===== src/rtl/mem_arbiter.sv =====
// Two-port (instruction / data) arbiter onto a single shared memory port.
// Alternating priority on contention, sticky protocol-error flag, saturating per-port counters.
module mem_arbiter #(
    parameter int CNT_WIDTH = 16
) (
    input  logic                 clk,
    input  logic                 rst,
    input  logic                 i_read,
    input  logic [31:0]          i_addr,
    output logic [31:0]          i_rdata,
    output logic                 i_resp,
    input  logic                 d_read,
    input  logic                 d_write,
    input  logic [31:0]          d_addr,
    input  logic [3:0]           d_wmask,
    input  logic [31:0]          d_wdata,
    output logic [31:0]          d_rdata,
    output logic                 d_resp,
    output logic                 m_read,
    output logic                 m_write,
    output logic [31:0]          m_addr,
    output logic [3:0]           m_wmask,
    output logic [31:0]          m_wdata,
    input  logic [31:0]          m_rdata,
    input  logic                 m_resp,
    output logic                 error,
    output logic [CNT_WIDTH-1:0] i_count,
    output logic [CNT_WIDTH-1:0] d_count
);

    typedef enum logic [1:0] {IDLE, SERVE_I, SERVE_D} state_t;

    state_t state, state_nxt;
    logic   last_grant_d, last_grant_d_nxt;
    logic   d_conflict, d_req, err_set;

    always_ff @(posedge clk or posedge rst) begin
        if (rst) begin
            state        <= IDLE;
            last_grant_d <= 1'b1;
            error        <= 1'b0;
            i_count      <= '0;
            d_count      <= '0;
        end else begin
            state        <= state_nxt;
            last_grant_d <= last_grant_d_nxt;
            if (err_set)
                error <= 1'b1;
            if (i_resp && i_count != '1)
                i_count <= i_count + CNT_WIDTH'(1);
            if (d_resp && d_count != '1)
                d_count <= d_count + CNT_WIDTH'(1);
        end
    end

    always_comb begin
        d_conflict       = d_read & d_write;
        d_req            = (d_read | d_write) & ~d_conflict;
        state_nxt        = state;
        last_grant_d_nxt = last_grant_d;
        err_set          = d_conflict;
        m_read           = 1'b0;
        m_write          = 1'b0;
        m_addr           = '0;
        m_wmask          = '0;
        m_wdata          = '0;
        i_resp           = 1'b0;
        i_rdata          = '0;
        d_resp           = 1'b0;
        d_rdata          = '0;

        case (state)
            IDLE: begin
                // On a tie the port that did not win last time gets the grant.
                if (i_read && (!d_req || last_grant_d)) begin
                    state_nxt        = SERVE_I;
                    last_grant_d_nxt = 1'b0;
                end else if (d_req) begin
                    state_nxt        = SERVE_D;
                    last_grant_d_nxt = 1'b1;
                end
            end
            SERVE_I: begin
                m_read  = 1'b1;
                m_addr  = i_addr;
                i_resp  = m_resp;
                i_rdata = m_resp ? m_rdata : '0;
                if (!i_read)
                    err_set = 1'b1;
                if (m_resp)
                    state_nxt = IDLE;
            end
            SERVE_D: begin
                m_read  = d_read;
                m_write = d_write;
                m_addr  = d_addr;
                m_wmask = d_wmask;
                m_wdata = d_wdata;
                d_resp  = m_resp;
                d_rdata = m_resp ? m_rdata : '0;
                if (!(d_read || d_write))
                    err_set = 1'b1;
                if (m_resp)
                    state_nxt = IDLE;
            end
            default: state_nxt = IDLE;
        endcase
    end

endmodule


===== config.mk =====
export PLATFORM = sky130hd
export DESIGN_NAME = mem_arbiter
export DESIGN_NICKNAME = d
export VERILOG_FILES = /design/src/rtl/mem_arbiter.sv
export SDC_FILE = /design/constraint.sdc
export NUM_CORES = 1
export LEC_CHECK = 0
export ABC_CLOCK_PERIOD_IN_PS = 1550
export BUFFER_PORTS_ARGS = -buffer_cell sky130_fd_sc_hd__buf_2
export CELL_PAD_IN_SITES_DETAIL_PLACEMENT = 1
export CELL_PAD_IN_SITES_GLOBAL_PLACEMENT = 1
export CORE_ASPECT_RATIO = 1.1
export CORE_MARGIN = 4
export CORE_UTILIZATION = 21
export CTS_CLUSTER_DIAMETER = 100
export DETAILED_ROUTE_END_ITERATION = 10
export MAX_ROUTING_LAYER = met4
export PLACE_DENSITY_LB_ADDON = 0.1
export SLEW_MARGIN = 20
export SYNTH_ARGS = -nofsm -noshare
export SYNTH_HDL_FRONTEND = slang
export SYNTH_SLANG_ARGS = --single-unit

===== constraint.sdc =====
create_clock -name clk -period 1.55 [get_ports clk]
set_input_delay 0.2325 -clock clk [delete_from_list [all_inputs] [get_ports clk]]
set_output_delay 0.2325 -clock clk [all_outputs]
set_load 0.05 [all_outputs]

# After elaboration in Yosys (flattened, before gate mapping)
# Index checks and enable logic that the tools add are counted.
[classes]
n_addsub = 2
n_eq_ne = 6
n_mux = 19
bitwise = 4
n_reduce_logical = 11
[op_table]
columns = ["op", "n"]
rows = [
  ["$mux W32", 4],
  ["$pmux W32 S2", 1],
  ["$add A16 B1 Y16 const B", 2],
  ["$ne A16 B16 Y1 const B", 2],
  ["$mux W1", 7],
  ["$mux W2", 3],
  ["$mux W4", 1],
  ["$pmux W1 S2", 2],
  ["$pmux W2 S2", 1],
  ["$reduce_and A2 Y1", 2],
  ["$logic_and A1 B1 Y1", 3],
  ["$ne A3 B3 Y1 const B", 1],
  ["$and A1 B1 Y1", 2],
  ["$eq A2 B1 Y1 const B", 1],
  ["$eq A2 B2 Y1 const B", 1],
  ["$logic_not A2 Y1", 1],
  ["$logic_or A1 B1 Y1", 2],
  ["$ne A2 B1 Y1 const B", 1],
  ["$reduce_bool A2 Y1", 1],
  ["$reduce_or A2 Y1", 1],
  ["$logic_not A1 Y1", 1],
  ["$not A1 Y1", 1],
  ["$or A1 B1 Y1", 1],
]
[word_totals]
reg_bits = 36
inputBits = 138
out_inout_bits = 169
wordCells = 47

# Depth between registers and ports, before layout
# Gate-level depths: netlist of the first run.
[logic_depth]
word_depth = 8
mapped_depth = 8
mapped_depth_nobuf = 7

# Worst setup path before layout of the first run
# No wires, ideal clock.
[synth_timing]
path_kind = "reg2out"
start = "register state[0]"
end = "output port m_addr[18]"
arrival_time_ns = 2.015
t_required_ns = 1.317
setup_slack_ns = -0.697
path_stages_with_launch = 7
n_path_buf = 2
cell_sequence = "dfrtp_1 > inv_1 > ha_1 > clkbuf_1 > buf_1 > a22oi_1 > nor2b_1"
[synth_between]
elab_chain_cells = 2
word_cells_on_any_way = 3
classes_between = "eq/ne: 2; mux: 1"
[synth_rtl]
columns = ["item", "line_no", "rtl"]
rows = [
  ["from (decl)", "33", "state_t state, state_nxt;"],
  ["from (signal assigned)", "45", "state <= state_nxt;"],
  ["$eq A2 B2 Y1 / $eq A2 B1 Y1 (equally long branches)", "72", "case (state)"],
  ["$pmux W32 S2 *", "72", ""],
  ["to (decl)", "21", "output logic [31:0] m_addr,"],
]
# Mark *: on every way between the ends. The rest lies on a longest branch, timed or not.

# Final worst setup path of the first run
[layout_timing]
start = "register state[1]"
end = "output port m_addr[2]"
# Same word-level chain as after synthesis.

==> flow_summary.yaml, run 1 <==
worst_setup_path:
  crit_fanout: 13
  crit_path_cell_trace: "buf_6, ha_4, buf_16, a22oi_2, nor2b_4, buf_12"
  timing.reg2reg.setup_slack_ns: -0.30
  crit_path_start_kind: "flip-flop"
  critPathSlowestCell: "sky130_fd_sc_hd__dfrtp_1"
  timing_worst_setup_path_type: "flip-flop to primary output"
  worst_ep_arrival_time_ns: 1.71
  critical_path_buf_inv_count: 3
  slowest_delay_ns: 0.42
  crit_start: "state[1]"
  critical_path.top_delay_family: "buffers and inverters"
  source_of_the_worst_register_to_register_timing_path: "state[1]"
  cp.required_ns: 1.32
  critPathCaptureType: "primary output"
drt:
  detailedRoute.firstPassIterationCount: 4
  detailroute.via_count: 4455
  drt-vias-per-instance: 4.76
  route.detailed.wl_per_inst_um: 22.5
  drt.antenna.violating_nets: 0
  first_iter_violations: 98
  drc: 0
  route.final.wire_length_mm: 21.0
die:
  floorplan.initialDensity: 0.217
  fp.dieH_um: 134
  placementRows: 45
  io_pins: 307
  dieWidth_um: 123
  core_area_sq_um: 14000
  floorplan.die_area_sq_um: 16500
timing:
  layout_worst_path_cycle_share: 1.25
  setup_viol: 164
  worstMarginPinSlew_ns: 0.486
  grt_setup_unrepaired: "yes"
  final_max_slew_viol_count: 0
  fin_worst_skew_ns: 0.00585
  max_slew_margin: 0.676
  finalCriticalPeriod_ns: 1.94
  fin_hold_ws_ns: 0.0599
  post-route-worst-setup-slack_ns: -0.394
  max_freq_mhz: 514
  setup-tns-final_ns: -43.74
  final-hold-violation-count: 0
power:
  vdd_drop_max_uv: 977
  cell_area_power_density_nw_per_um2: 1620
  static-leakage-power_nw: 3.95
  post-layout-total-power_mw: 13.5
final_layout:
  area.growth.synth_to_final_pct: 173
  layout.cells.most_common: "sky130_fd_sc_hd__buf_2"
  stdcell_count: 935
  count_of_nets_after_finishing: 889
  top_library_cells_by_usage_in_the_layout_fill_and_taps_aside: "sky130_fd_sc_hd__buf_2 (170), sky130_fd_sc_hd__buf_6 (68), sky130_fd_sc_hd__buf_4 (57)"
  drive_gt1_frac: 0.878
  final_core_util: 0.594
  fillerInstances: 1494
  final_area_sq_um: 8320
global_routing:
  maximum_number_of_pins_on_one_net_before_global_route_repair: 66
  number_of_global_route_vias_before_repair: 4813
  first_pass_grt_wire_length_mm: 29.3
  remaining_overflow_grt: 0
  grt.total_usage: 0.239
  antenna_found_initial: 3
placed_design:
  gp_routability_congestion: 0.808
  dp.final_hpwl_mm: 14.6
  dp_cells: 892
  place.port_buffers: 306
  dp_worst_setup_slack_ns: -0.213
  placed_area_sq_um: 6210
synth:
  post_synth.cell_area_avg_sq_um: 8.29
  yosys_warnings: 0
  syn_area_sq_um: 3040
  postSynthRegisterBits: 36
  synth.yosys.seq_area_share: 0.296
  syn_inst: 367
  netlist-cell-type-count: 35
  synth_fp_nets: 513
clock_tree:
  tritoncts_num_sinks: 36
  clock_latency_ns: 0.28
  cts_buffers: 5
  cts_tree: "built"
  ctsRootBufferMaster: "sky130_fd_sc_hd__clkbuf_16"
  cts.path.max_buffers: 2
  clk_pin_slew_worst_paths_ns: 0.06
  htreeDepth: 2
outcome:
  failed_checks: "setup timing"
  run_status: "complete, but fails checks"
flow_run:
  maxCapViolations: 0
worst_hold_path:
  worstHoldPathType: "primary input to async pin"
==> flip-flops by register name, indices dropped and copies added, names as in the netlist <==
signal	flops
error	1
d_count	16
i_count	16
state	2
last_grant_d	1
==> worst reg2reg max path, stage by stage (launching register included) <==
cell	delay, ns
sky130_fd_sc_hd__dfrtp_1	0.42
sky130_fd_sc_hd__buf_6	0.15
sky130_fd_sc_hd__ha_4	0.20
sky130_fd_sc_hd__buf_6	0.14
sky130_fd_sc_hd__nand2_8	0.07
sky130_fd_sc_hd__clkinvlp_4	0.09
sky130_fd_sc_hd__buf_6	0.12
sky130_fd_sc_hd__o41a_1	0.11
sky130_fd_sc_hd__buf_6	0.16
sky130_fd_sc_hd__mux2_4	0.29
==> metal layers <==
layer / GRT usage / part of all wire / vias to the layer above
met3: 0.0620 / 0.069 / 37
met1: 0.234 / 0.34 / 2178
met5: - / 0 / -
met2: 0.449 / 0.55 / 164
li1: - / - / 2076
met4: 0.0821 / 0.033 / 0
==> area by class of cell <==
cell class	instances	area (sq um)	area share
multi-input cells	292	3080	0.370
clock buffers	7	133	0.0159
inverters	10	52.6	0.00631
flip-flops and latches	36	943	0.113
well taps	188	235	0.0283
clock inverters	1	5.00	0.000601
repair buffers	398	3870	0.465
diodes	3	7.51	0.000902
==> worst paths after layout <==
check                                   to  depth (start not counted)
worst max-delay path             m_addr[2]                          6
worst min-delay path            d_count[0]                          3
worst max register to register  d_count[1]                          9
worst min register to register       error                          1
max in group asynchronous       d_count[9]                          3
min in group clk                  state[0]                          3
==> cell usage after synthesis, drive strengths merged <==
library cell / instances / share of area
o2111ai: 2 / 0.0058
mux2: 2 / 0.0099
nand3: 8 / 0.013
dfrtp: 35 / 0.29
and2: 38 / 0.078
and4: 3 / 0.0086
nor2b: 34 / 0.070
o21ai: 4 / 0.0066
nor3: 8 / 0.013
xnor2: 9 / 0.026
nand4: 15 / 0.037
a211o: 1 / 0.0029
o21a: 2 / 0.0049
nor4b: 1 / 0.0049
nand2: 15 / 0.018
dfstp: 1 / 0.0086
xor2: 18 / 0.052
nor2: 8 / 0.011
a22oi: 33 / 0.081
nor3b: 1 / 0.0025
inv: 10 / 0.012
o21bai: 1 / 0.0025
ha: 8 / 0.033
a21oi: 4 / 0.0066
o41a: 1 / 0.0037
buf: 2 / 0.0029
nor4: 6 / 0.019
and3: 69 / 0.14
clkbuf: 27 / 0.033
o32ai: 1 / 0.0029
==> power by group <==
part / internal [mW] / leakage, nW / switching, mW
clock: 0.594 / 0.0679 / 0.384
combinational: 5.32 / 3.45 / 5.96
sequential: 1.12 / 0.428 / 0.152
total: 7.03 / 3.95 / 6.49
==> kinds of logic after synthesis <==
| group | count (synthesis) | synth area share |
|---|---|---|
| simple gates | 206 | 0.418 |
| compound gates | 49 | 0.117 |
| buf+inv | 39 | 0.0485 |
| flops | 36 | 0.296 |
| xor+xnor | 27 | 0.0777 |
| fa+ha+maj | 8 | 0.0329 |
| mux | 2 | 0.00986 |
==> what timing repair did <==
| action | in CTS | in global routing |
|---|---|---|
| endpoints found under the setup margin | 162 | 169 |
| pin swaps | 34 | 32 |
| gates resized for setup | 358 | 71 |
| setup buffers | 16 | 10 |
| cloned | 8 | 3 |
| hold buffers | 0 | 0 |
(Power assumes the default switching activity.)
==> run 2, diff against run 1 <==
- SETUP_SLACK_MARGIN: unset -> 0.2
==> run 2 against run 1 <==
Effect of this change: the run still ends with setup timing left; core utilization rose by 3.6 points; flip-flop and latch count unchanged; sequential power grew 5%; highest routed layer unchanged.
==> flow_summary.yaml, run 2 (synthesis gave the netlist of run 1 again) <==
final_layout:
  area.growth.synth_to_final_pct: 190
  count_of_nets_after_finishing: 900
  reg_top3: "d_count x16, i_count x16, state x2"
  layout.cells.most_common: "sky130_fd_sc_hd__buf_2"
  final_core_util: 0.629
  top_library_cells_by_usage_in_the_layout_fill_and_taps_aside: "sky130_fd_sc_hd__buf_2 (167), sky130_fd_sc_hd__buf_8 (103), sky130_fd_sc_hd__and3_4 (64)"
  final_area_sq_um: 8820
  drive_gt1_frac: 0.887
timing:
  final-hold-violation-count: 0
  worstMarginPinSlew_ns: 0.506
  finalCriticalPeriod_ns: 1.94
  final_max_slew_viol_count: 0
  max_freq_mhz: 515
  post-route-worst-setup-slack_ns: -0.392
  max_slew_margin: 0.663
  setup-tns-final_ns: -52.07
  grt_setup_unrepaired: "yes"
  fin_worst_skew_ns: 0.00259
  layout_worst_path_cycle_share: 1.25
  setup_viol: 171
  fin_hold_ws_ns: 0.0540
drt:
  drt.antenna.violating_nets: 0
  drt-vias-per-instance: 4.82
  route.final.wire_length_mm: 22.5
  detailedRoute.firstPassIterationCount: 4
  first_iter_violations: 126
  detailroute.via_count: 4571
  drc: 0
  route.detailed.wl_per_inst_um: 23.7
worst_setup_path:
  r2r_cells: 9
  crit_path_cell_trace: "inv_2, buf_6, ha_4, buf_12, and3_4, buf_8"
  worst_ep_arrival_time_ns: 1.71
  critical_path_cell_count: 6
  timing_worst_setup_path_type: "flip-flop to primary output"
  crit_fanout: 13
  crit_path_start_kind: "flip-flop"
  cp.required_ns: 1.32
  timing.reg2reg.setup_slack_ns: -0.36
  critical_path.top_delay_family: "buffers and inverters"
  slowest_delay_ns: 0.45
  critical_path_buf_inv_count: 4
  critPathCaptureType: "primary output"
  critPathSlowestCell: "sky130_fd_sc_hd__dfrtp_2"
global_routing:
  gr-usage-met1: 0.256
  grt_use_met2: 0.442
  most_crowded_layer_gr: "met2"
  remaining_overflow_grt: 0
  maximum_number_of_pins_on_one_net_before_global_route_repair: 65
  number_of_global_route_vias_before_repair: 4919
  first_pass_grt_wire_length_mm: 30.1
  grt.total_usage: 0.245
  antenna_found_initial: 5
  met3_usage: 0.0595
clock_tree:
  htreeDepth: 2
  cts.path.max_buffers: 2
  cts_tree: "built"
  clock_latency_ns: 0.29
  clk_pin_slew_worst_paths_ns: 0.06
  cts_buffers: 5
  ctsRootBufferMaster: "sky130_fd_sc_hd__clkbuf_16"
  tritoncts_num_sinks: 36
flow_run:
  maxCapViolations: 0
die:
  dieWidth_um: 123
  floorplan.die_area_sq_um: 16500
  placementRows: 45
  floorplan.initialDensity: 0.217
  io_pins: 307
  fp.dieH_um: 134
  core_area_sq_um: 14000
outcome:
  run_status: "complete, but fails checks"
  failed_checks: "setup timing"
power:
  vdd_drop_max_uv: 860
  cell_area_power_density_nw_per_um2: 1600
  static-leakage-power_nw: 4.08
worst_hold_path:
  worstHoldPathType: "primary input to async pin"
placed_design:
  place.port_buffers: 306
  gp_routability_congestion: 0.846
  placed_area_sq_um: 6420
  dp.final_hpwl_mm: 14.3
[run 2: changes by cell type in the layout (fill, tap and decap cells not counted), sizes merged]
cell / before / now
clkbuf: 9 / 16
buf: 396 / 401
clkinv: 2 / 0
diode: 3 / 5
inv: 7 / 8
[run 2: power breakdown]
group          internal, mW  switching [mW]  total (mW)
sequential             1.12           0.208        1.33
combinational          5.61            6.04        11.6
clock                 0.685           0.411        1.10
[run 2: through the flow]
stage | worst slack, ns | std cells | total power, mW
after global placement | -0.151 | 882 | 9.56
after global routing | -0.493 | 948 | 14.6
final | -0.392 | 948 | 14.1
after floorplan | -0.314 | 367 | 7.74
after CTS | -0.351 | 920 | 12.9
after detailed placement | -0.172 | 882 | 9.67
[run 2: worst reg2reg max path, delay by kind of cell (launching register included)]
| family | cells | cell delay [ns] |
|---|---|---|
| simple gates | 3 | 0.38 |
| flops | 1 | 0.45 |
| buf+inv | 4 | 0.53 |
| xor+xnor | 1 | 0.20 |
| fa+ha+maj | 1 | 0.25 |
[run 2: per-layer routing]
| layer | vias to the layer above | routed length [um] |
|---|---|---|
| met3 | 46 | 1720 |
| met5 | - | 0 |
| li1 | 2104 | - |
| met2 | 202 | 12300 |
| met4 | 0 | 825 |
| met1 | 2219 | 7640 |
[run 2: path summary, 6_finish.rpt]
kind                             startpoint     endpoint
worst max-delay path               state[1]   i_rdata[7]
worst min-delay path                    rst   i_count[9]
max in group asynchronous               rst  d_count[12]
worst min register to register  i_count[14]  i_count[14]
worst max register to register     state[1]   i_count[5]
min in group clk                     i_read     state[1]
[run 2: timing repair]
item	CTS	global route
resized for setup	394	35
cloned	5	11
pin swaps	53	16
hold buffers	0	0
setup buffers	25	12
endpoints found under the setup margin	170	174
[run 2: cell type report]
cell class	count	area, sq um
fill	1479	5200
clock buffer	8	156
timing repair buffer	409	4210
sequential	36	943
tap	188	235
multi-input combinational	292	3210
antenna	5	12.5
inverter	10	47.5
